**src/rtl/lsu_master.sv**
```systemverilog
// Load/store unit bus master: turns core load/store commands into single
// word-aligned bus transactions with lane masking, load formatting and timeout.
module lsu_master #(
  parameter int unsigned TIMEOUT_CYCLES = 255
) (
  input  logic        clk,
  input  logic        rst,
  input  logic        cmd_valid_i,
  output logic        cmd_ready_o,
  input  logic        cmd_we_i,
  input  logic [1:0]  cmd_size_i,
  input  logic        cmd_unsigned_i,
  input  logic [31:0] cmd_addr_i,
  input  logic [31:0] cmd_wdata_i,
  output logic        res_valid_o,
  output logic [31:0] res_rdata_o,
  output logic        res_err_o,
  output logic [31:0] addr_o,
  output logic [31:0] data_o,
  output logic [3:0]  sel_o,
  output logic        we_o,
  output logic        req_valid_o,
  input  logic        req_ready_i,
  input  logic        rsp_valid_i,
  output logic        rsp_ready_o,
  input  logic [31:0] data_i
);

  typedef enum logic [1:0] {IDLE, REQ, RSP} state_t;

  state_t      state, state_next;
  logic [31:0] wait_cnt;
  logic [1:0]  lane_q;
  logic [1:0]  size_q;
  logic        unsigned_q;

  logic        accept, misaligned, req_fire, rsp_fire, abort;
  logic [3:0]  sel_next;
  logic [31:0] data_next, lane_data, load_data;

  assign cmd_ready_o = (state == IDLE) && !rst;
  assign req_valid_o = (state == REQ);
  assign rsp_ready_o = (state == RSP);
  assign accept      = cmd_valid_i && cmd_ready_o;
  assign req_fire    = req_valid_o && req_ready_i;
  assign rsp_fire    = rsp_ready_o && rsp_valid_i;

  // A handshake in the final allowed cycle wins over the timeout.
  assign abort = (TIMEOUT_CYCLES != 0) && (state != IDLE) && !req_fire && !rsp_fire &&
                 (wait_cnt >= TIMEOUT_CYCLES - 1);

  // NOTE: every always_comb output gets a default first so no latch is inferred.
  always_comb begin
    misaligned = 1'b0;
    sel_next   = 4'b0000;
    data_next  = 32'h0;
    case (cmd_size_i)
      2'b00: begin
        sel_next  = 4'b0001 << cmd_addr_i[1:0];
        data_next = {4{cmd_wdata_i[7:0]}};
      end
      2'b01: begin
        misaligned = cmd_addr_i[0];
        sel_next   = 4'b0011 << cmd_addr_i[1:0];
        data_next  = {2{cmd_wdata_i[15:0]}};
      end
      2'b10: begin
        misaligned = |cmd_addr_i[1:0];
        sel_next   = 4'b1111;
        data_next  = cmd_wdata_i;
      end
      default: misaligned = 1'b1;
    endcase
    if (!cmd_we_i) data_next = 32'h0;
  end

  always_comb begin
    lane_data = data_i >> {lane_q, 3'b000};
    case (size_q)
      2'b00:   load_data = {{24{lane_data[7] & ~unsigned_q}}, lane_data[7:0]};
      2'b01:   load_data = {{16{lane_data[15] & ~unsigned_q}}, lane_data[15:0]};
      default: load_data = lane_data;
    endcase
  end

  always_comb begin
    state_next = state;
    case (state)
      IDLE:    if (accept && !misaligned) state_next = REQ;
      REQ:     if (req_fire) state_next = RSP;
               else if (abort) state_next = IDLE;
      RSP:     if (rsp_fire || abort) state_next = IDLE;
      default: state_next = IDLE;
    endcase
  end

  // NOTE: sequential state uses non-blocking assignments so every register
  // samples pre-edge values regardless of statement order.
  always_ff @(posedge clk) begin
    if (rst) begin
      state       <= IDLE;
      wait_cnt    <= 32'h0;
      addr_o      <= 32'h0;
      data_o      <= 32'h0;
      sel_o       <= 4'h0;
      we_o        <= 1'b0;
      lane_q      <= 2'b00;
      size_q      <= 2'b00;
      unsigned_q  <= 1'b0;
      res_valid_o <= 1'b0;
      res_err_o   <= 1'b0;
      res_rdata_o <= 32'h0;
    end else begin
      state       <= state_next;
      res_valid_o <= 1'b0;
      res_err_o   <= 1'b0;
      res_rdata_o <= 32'h0;
      if (accept) begin
        if (misaligned) begin
          res_valid_o <= 1'b1;
          res_err_o   <= 1'b1;
        end else begin
          addr_o     <= {cmd_addr_i[31:2], 2'b00};
          data_o     <= data_next;
          sel_o      <= sel_next;
          we_o       <= cmd_we_i;
          lane_q     <= cmd_addr_i[1:0];
          size_q     <= cmd_size_i;
          unsigned_q <= cmd_unsigned_i;
          wait_cnt   <= 32'h0;
        end
      end else if (state != IDLE) begin
        wait_cnt <= wait_cnt + 32'h1;
      end
      if (rsp_fire) begin
        res_valid_o <= 1'b1;
        res_rdata_o <= we_o ? 32'h0 : load_data;
      end else if (abort) begin
        res_valid_o <= 1'b1;
        res_err_o   <= 1'b1;
      end
    end
  end

endmodule

```
**config.mk**
```make
export PLATFORM = sky130hd
export DESIGN_NAME = lsu_master
export DESIGN_NICKNAME = d
export VERILOG_FILES = /design/src/rtl/lsu_master.sv
export SDC_FILE = /design/constraint.sdc
export NUM_CORES = 1
export LEC_CHECK = 0
export ABC_AREA = 1
export CORE_ASPECT_RATIO = 0.8
export CORE_UTILIZATION = 46
export DETAILED_ROUTE_END_ITERATION = 16
export PLACE_DENSITY = 0.8
export SYNTH_ARGS = -nofsm -noshare
export SYNTH_HDL_FRONTEND = slang
export SYNTH_SLANG_ARGS = --single-unit
```
**constraint.sdc**
```tcl
create_clock -name clk -period 2 [get_ports clk]
set_clock_uncertainty 0.1 [all_clocks]
set_input_delay 0.2 -clock clk [delete_from_list [all_inputs] [get_ports clk]]
set_output_delay 0.2 -clock clk [all_outputs]
set_load 0.05 [all_outputs]
```
---- Word level (Yosys, flattened, before mapping) ----
Cells that the tools add are included.
operators by class
  $add $sub $neg .......................... 1
  $lt $le $gt $ge ......................... 1
  eq/ne operators ......................... 9
  shift operators ......................... 3
  mux-type cells .......................... 18
  bitwise operators ....................... 5
  reduce and logical (&&, ||, !) cells .... 23
operator list
  kind                     number
  $mux W32                 4
  $pmux W32 S3             1
  $pmux W32 S2             1
  $add A32 B1 Y32 const B  1
  $ge A32 B8 Y1 const B    1
  $shr A32 B5 Y32          1
  $pmux W4 S3              1
  $logic_and A1 B1 Y1      8
  $mux W2                  4
  $eq A2 B1 Y1 const B     3
  $logic_not A2 Y1         3
  $pmux W2 S3              1
  $mux W1                  5
  $eq A2 B2 Y1 const B     2
  $logic_not A1 Y1         4
  $ne A2 B1 Y1 const B     2
  $reduce_and A2 Y1        2
  $reduce_bool A2 Y1       2
  $shl A1 B2 Y4 const A    1
  $shl A2 B2 Y4 const A    1
  $ne A3 B1 Y1 const B     1
  $not A1 Y1               3
  $pmux W1 S3              1
  $reduce_and A3 Y1        1
  5 further kinds          6
storage, ports and cells
  flip-flop bits (word level) ............. 140
  input port bits ......................... 105
  output and inout bits ................... 106
  word-level logic and storage cells ...... 72

---- Logic depth before layout (Yosys ltp) ----
Gate-level depths: netlist of run 1.
  depth after elaboration ................. 9
  gate-level depth with buffers ........... 11
  gate-level depth less buffers ........... 9

---- Worst setup path after synthesis of run 1 ----
No wires, ideal clock.
  kind .................................... register to register
  from .................................... register wait_cnt[1]
  to ...................................... register wait_cnt[30]
  setup time .............................. 113 ps
  arrival ................................. 1417 ps
  required time ........................... 1787 ps
  setup slack ............................. 370 ps
  cell stages (with the launch flop) ...... 9
  buffers on the path ..................... 0
  period minus slack after synthesis ...... 1630 ps
  cell sequence ........................... dfxtp_1 -> ha_1 -> nand3_1 -> nor2_1 -> nand2_1 -> nor3_1 -> nand3_1 -> nor2_1 -> nor2_1
between the ends
  word-level cells in the longest chain between the ends .. 3
RTL lines
  what                    RTL line  source
  from (decl)             32        logic [31:0] wait_cnt;
  from (signal assigned)  133       wait_cnt <= wait_cnt + 32'h1;
  $add A32 B1 Y32         133
  $mux W32                132       end else if (state != IDLE) begin
  $mux W32                118       if (accept) begin
Every way passes these cells. The select of a mux whose other input is x is not followed.
A chain may end at the register's enable or synchronous reset.

---- Final worst setup path of run 1 ----
  from .................................... register addr_o[8]
  to ...................................... output addr_o[8]
RTL lines
  what                    RTL line  source
  from (decl)             18        output logic [31:0] addr_o,
  from (signal assigned)  123       addr_o <= {cmd_addr_i[31:2], 2'b00};
No word-level cell between the ends.

==> run_results.csv, run 1 <==
group,metric,value,unit
min_path,hold_path_class,"input pin to flop",
timing,fmax,524.1,MHz
timing,rsz0062_at_grt,"no",
grt,grt_max_degree,42,
worst_setup_path,cp_num_buf_inv,1,
routing,drcViolationCount,0,
floorplan,rows,38,
routing,vias,6779,
finish,fin_nets,1239,
worst_setup_path,slowest_stage,"clkdlybuf4s50_1",
worst_setup_path,r2r_end,"wait_cnt[30]$_SDFFE_PP0P_",
worst_setup_path,worst_path_largest_cell_delay,0.82,ns
finish,area.growth.synth_to_final,48.30,%
placement,port_buffers,208,
worst_setup_path,cp-end-kind,"output pin",
floorplan,start_util,0.4710,
yosys,yosysTopAreaCell,"dfxtp_1",
yosys,synth_flop_cell,"dfxtp_1",
clock_network,cts_root_buf,"clkbuf_16",
yosys,syn_area_per_cell,6.989,µm²
routing,viasPerCell,5.116,
finish,antennaDiodeCount,0,
worst_setup_path,reg2regPathDepth,9,
timing,drv_slew,0,
outcome,status,"complete, no violations",
routing,first_pass_iters,5,
clock_network,htreeDepth,4,
yosys,synth_top_area_frac,0.4407,
worst_setup_path,r2r_setup_slack,0.19,ns
floorplan,die_height,107.2,µm
grt,grtUsageTotal,0.2634,
clock_network,cts_setup_buffers,0,
finish,nFillCells,1114,
finish,layout_commonest_cell,"clkdlybuf4s50_1",
yosys,synth_edf_count,0,
yosys,ys_types,36,
routing,wl_per_cell,14.20,µm
placement,placedCellCount,1293,
clock_network,ctsLongestPathBuffers,2,
timing,worst_pin_slew,0.5745,ns
worst_setup_path,required,1.70,ns
grt,antenna_found_initial,0,
routing,routed_wl,18810,µm
timing,setup_violations,0,
worst_setup_path,endpoint,"addr_o[8]",
clock_network,clk_latency,0.42,ns
run,maxCapViolCount,0,
floorplan,pin_count,211,
timing,maxSlewHeadroom,0.6158,
timing,setup_slack,0.09183,ns
worst_setup_path,cp_num_cells,1,
power_and_ir_drop,vdd_drop_max,0.0005894,V
worst_setup_path,path_max_fanout,2,
grt,gr-total-overflow,0,
yosys,ys_ff_latch,140,
yosys,synth_area,6360,µm²
clock_network,numCtsBuffers,17,
worst_setup_path,path_cells,"clkdlybuf4s50_1",
yosys,synth_cells,910,
clock_network,clk_pin_slew,0.07,ns
worst_setup_path,critPathLaunch,"addr_o[8]$_SDFFE_PP0P_",
timing,min_period,1.908,ns
worst_setup_path,crit_family,"buffers and inverters",
yosys,seq_area_frac_synth,0.4407,
clock_network,cts_tree,"done",
placement,gp_congestion,0.8779,
routing,drt_iter0_markers,481,
floorplan,die_w,133.5,µm
timing,hold_viol_final,0,
clock_network,cts_sinks,140,
power_and_ir_drop,power.leakage,3.943,nW
worst_setup_path,start_kind,"flop",
yosys,synthArstFlopShare,0,
timing,holdWs,0.2625,ns
routing,postRouteAntennaNets,0,
floorplan,dieArea,14300,µm²
worst_setup_path,arrival,1.61,ns
power_and_ir_drop,power_density,760.8,nW/µm²
placement,hpwl,13610,µm
worst_setup_path,rr_startpoint,"wait_cnt[1]$_SDFFE_PP0P_",
grt,grt_pass1_vias,6303,
yosys,netlist_top_cells_area,"dfxtp_1 44%, nand2_1 11%, nor2_1 8.7%",
yosys,synth-warning-count,0,
finish,layout.cells.non_filler,1325,
grt,grt_first_pass_wirelength,30040,µm
timing,period_share,0.9541,
finish,drive_gt1_frac,0.08210,
min_path,min_from,"data_i[1]",
floorplan,core,13500,µm²
placement,dp_worst_setup_slack,-0.05005,ns
worst_setup_path,crit_type,"flop to output pin",
finish,final_cell_mix,"205 x clkdlybuf4s50_1, 188 x nand2_1, 145 x nor2_1, 140 x dfxtp_1, 100 x o21ai_0",
worst min-delay path by stage:
stage                                 to  slack, ns  cells after the start
4_1_cts        res_rdata_o[1]$_SDFF_PP0_       0.25                      3
6_report       res_rdata_o[1]$_SDFF_PP0_       0.26                      3
5_1_grt        res_rdata_o[1]$_SDFF_PP0_       0.27                      3
3_5_place_dp      data_o[0]$_SDFFE_PP0P_       0.34                      2
3_3_place_gp      data_o[0]$_SDFFE_PP0P_       0.34                      2
2_1_floorplan     data_o[7]$_SDFFE_PP0P_       0.24                      1
cell usage after synthesis (all sizes together), types with 3 or more instances:
| cell | instances |
|---|---|
| nand2 | 190 |
| nor2 | 156 |
| dfxtp | 140 |
| o21ai | 109 |
| inv | 97 |
| a21oi | 59 |
| nand3 | 47 |
| buf | 26 |
| a22o | 20 |
| clkbuf | 18 |
| nand4 | 11 |
| nor3 | 11 |
| a31oi | 8 |
| o211ai | 4 |
| nand3b | 3 |
state kept, by name (all words and copies together), names as in the netlist:
signal / count
res_rdata_o: 32
sel_o: 4
wait_cnt: 32
addr_o: 30
data_o: 32
res_err_o: 1
size_q: 2
res_valid_o: 1
unsigned_q: 1
lane_q: 2
we_o: 1
state: 2
cell type report:
class	instances	area [µm²]	share of cell area
multi-input cells	630	2979	0.3159
well taps	180	225.2	0.02388
repair buffers	246	2460	0.2608
flip-flops and latches	140	2803	0.2972
inverters	97	364.1	0.03860
clock buffers	17	425.4	0.04510
clock inverters	15	175.2	0.01857
what timing repair did:
| action | in CTS | in global routing |
|---|---|---|
| resized for setup | 0 | 3 |
| hold buffers | 0 | 0 |
| setup endpoints to repair | 0 | 6 |
routing by layer:
metal  global-route usage  part of all wire  vias up
met4               0.1096             0.026        0
met3              0.04681             0.069       38
li1                     -                 -     3400
met1               0.3292              0.44     3075
met5                    0                 0        -
met2               0.4479              0.46      266
report_power, final:
group	internal [mW]	total [mW]	switching, mW
Clock	1.69	3.14	1.45
Combinational	0.474	1.14	0.662
Sequential	2.86	2.90	0.0386
kinds of logic (layout without fill, tap and decap cells):
| group | Yosys count | after routing | share of synthesized area |
|---|---|---|---|
| AO/OA/AOI/OAI | 202 | 202 | 0.1747 |
| XOR/XNOR | 1 | 1 | 0.001377 |
| adder cells (fa/ha/maj) | 2 | 2 | 0.003934 |
| buffers and inverters | 141 | 375 | 0.09305 |
| flip-flops | 140 | 140 | 0.4407 |
| other | 1 | 2 | 0.0005896 |
| AND/OR/NAND/NOR | 423 | 423 | 0.2857 |
metrics by stage:
step / total power [mW] / cell area (µm²) / util / TNS [ns]
finish: 7.176 / 9432 / 0.6985 / 0
CTS: 7.222 / 9422 / 0.6977 / 0
global placement: 4.069 / 8821 / 0.6533 / 0
floorplan: 3.579 / 6364 / - / 0
detailed placement: 4.081 / 8821 / 0.6533 / -0.1461
global route: 7.426 / 9432 / 0.6985 / 0
Power figures use the tool's default switching activity.
==> run 2, diff against run 1 <==
--- a/config.mk
+++ b/config.mk
@@ -10,6 +10,7 @@
 export CORE_UTILIZATION = 46
 export DETAILED_ROUTE_END_ITERATION = 16
 export PLACE_DENSITY = 0.8
+export REMOVE_ABC_BUFFERS = 1
 export SYNTH_ARGS = -nofsm -noshare
 export SYNTH_HDL_FRONTEND = slang
 export SYNTH_SLANG_ARGS = --single-unit
==> run 2 against run 1 <==
Setup slack better by 0.0034 ns; clock-buffer cell count grew 5; sequential power is essentially flat; flip-flop and latch count stayed put; global-route usage grew 0.50 points.
==> run_results.csv, run 2 (synthesized netlist as in run 1, its figures left out) <==
group,metric,value,unit
finish,area.growth.synth_to_final,48.95,%
worst_setup_path,arrival,1.60,ns
finish,layout_commonest_cell,"clkdlybuf4s50_1",
floorplan,die_w,133.5,µm
grt,grtUsageTotal,0.2684,
timing,drv_slew,0,
routing,postRouteAntennaNets,0,
power_and_ir_drop,power.leakage,3.972,nW
outcome,status,"complete, no violations",
power_and_ir_drop,power_density,768.1,nW/µm²
timing,fmax,525.0,MHz
finish,top_regs,"data_o: 32 flops, res_rdata_o: 32 flops, wait_cnt: 32 flops",
placement,gp_congestion,0.8995,
clock_network,cts.repair.resized,0,
worst_setup_path,r2r_setup_slack,0.18,ns
clock_network,cts_setup_buffers,0,
routing,drt_iter0_markers,454,
timing,min_period,1.905,ns
floorplan,core,13500,µm²
clock_network,htreeDepth,4,
timing,rsz0062_at_grt,"no",
grt,grt_max_degree,42,
routing,viasPerCell,5.101,
worst_setup_path,slowest_stage,"clkdlybuf4s50_1",
grt,grt_first_pass_wirelength,30130,µm
clock_network,clk_latency,0.42,ns
clock_network,cts_root_buf,"clkbuf_16",
finish,fin_nets,1248,
worst_setup_path,path_max_fanout,2,
run,maxCapViolCount,0,
floorplan,die_height,107.2,µm
worst_setup_path,cp_num_buf_inv,1,
grt,grt_pass1_vias,6181,
routing,m1WireLength,8494,µm
grt,gr-total-overflow,0,
routing,wl_met2,8799,µm
finish,nFillCells,1142,
clock_network,cts_sinks,140,
clock_network,cts_tree,"done",
timing,setup_slack,0.09521,ns
floorplan,start_util,0.4710,
timing,hold_viol_final,0,
floorplan,rows,38,
routing,wl_per_cell,14.23,µm
placement,hpwl,13360,µm
floorplan,pin_count,211,
timing,period_share,0.9524,
placement,port_buffers,208,
grt,antenna_found_initial,0,
routing,top_layer,"met4",
clock_network,cts_hold_buf,0,
finish,final_area,9473,µm²
worst_setup_path,cp-end-kind,"output pin",
timing,maxSlewHeadroom,0.6224,
floorplan,dieArea,14300,µm²
power_and_ir_drop,vdd_drop_max,0.0007765,V
timing,setup_violations,0,
worst_setup_path,worst_path_largest_cell_delay,0.84,ns
finish,antennaDiodeCount,0,
placement,dp_worst_setup_slack,-0.07243,ns
worst_setup_path,path_cells,"clkdlybuf4s50_1",
placement,placed_cell_area,8864,µm²
clock_network,numCtsBuffers,17,
worst_setup_path,required,1.70,ns
timing,worst_pin_slew,0.5646,ns
finish,final_cell_mix,"205 x clkdlybuf4s50_1, 188 x nand2_1, 145 x nor2_1, 139 x dfxtp_1, 100 x o21ai_0",
routing,first_pass_iters,5,
finish,drive_gt1_frac,0.08666,
worst_setup_path,crit_type,"flop to output pin",
clock_network,clk_pin_slew,0.06,ns
worst_setup_path,start_kind,"flop",
worst_setup_path,crit_family,"buffers and inverters",
routing,met3_wirelength,1401,µm
routing,vias,6805,
routing,routed_wl,18980,µm
routing,drcViolationCount,0,
min_path,hold_path_class,"input pin to flop",
clock_network,ctsLongestPathBuffers,2,
-- run 2: final cells by class --
| class | count | area [µm²] | area share |
|---|---|---|---|
| sequential | 140 | 2804 | 0.2960 |
| inverter | 97 | 364.1 | 0.03844 |
| multi-input combinational | 630 | 2974 | 0.3140 |
| tap | 180 | 225.2 | 0.02377 |
| clock inverter | 10 | 138.9 | 0.01466 |
| clock buffer | 22 | 464.2 | 0.04900 |
| timing repair buffer | 255 | 2502 | 0.2642 |
-- run 2: layer usage --
metal  track usage  up-vias
li1              -     3419
met1        0.3416     3083
met2        0.4472      279
met3       0.06714       24
met4       0.08117        0
met5             0        -
-- run 2: worst paths after layout --
kind | to | cells past startpoint | startpoint
setup reg to reg | res_rdata_o[19]$_SDFF_PP0_ | 9 | lane_q[0]$_SDFFE_PP0P_
hold / removal | res_rdata_o[5]$_SDFF_PP0_ | 3 | data_i[5]
setup / recovery | sel_o[2] | 1 | sel_o[2]$_SDFFE_PP0P_
hold reg to reg | data_o[1]$_SDFFE_PP0P_ | 2 | data_o[1]$_SDFFE_PP0P_
-- run 2: worst reg2reg max path, stage by stage, from the launching register on --
cell	delay (ns)
dfxtp_2	0.39
inv_2	0.12
nand2_1	0.10
nand2_1	0.05
o21a_1	0.21
nand3_2	0.08
nand2_1	0.17
buf_4	0.21
o21ai_0	0.19
inv_1	0.08
-- run 2: stage by stage --
step / setup TNS, ns / power [mW] / util / std cells / hold slack (ns)
3_5_place_dp: -1.567 / 4.100 / 0.6564 / 1302 / 0.3510
3_3_place_gp: 0 / 4.089 / 0.6564 / 1302 / 0.3411
6_report: 0 / 7.276 / 0.7015 / 1334 / 0.2544
4_1_cts: 0 / 7.309 / 0.7011 / 1334 / 0.2392
5_1_grt: 0 / 7.530 / 0.7015 / 1334 / 0.2792
2_1_floorplan: -8.766 / 3.530 / - / 867 / 0.1691
-- run 2: report_power, final --
| group | internal [mW] | total, mW | switching, mW |
|---|---|---|---|
| clock | 2.03 | 3.22 | 1.19 |
| combinational | 0.490 | 1.16 | 0.667 |
| sequential | 2.86 | 2.90 | 0.0384 |
==> run 3, diff against run 2 <==
--- a/config.mk
+++ b/config.mk
@@ -6,6 +6,7 @@
 export NUM_CORES = 1
 export LEC_CHECK = 0
 export ABC_AREA = 1
+export CAP_MARGIN = 20
 export CORE_ASPECT_RATIO = 0.8
 export CORE_UTILIZATION = 46
 export DETAILED_ROUTE_END_ITERATION = 16
==> results of run 3 <==
Final layout, timing and power as in run 2 (identical DEF).
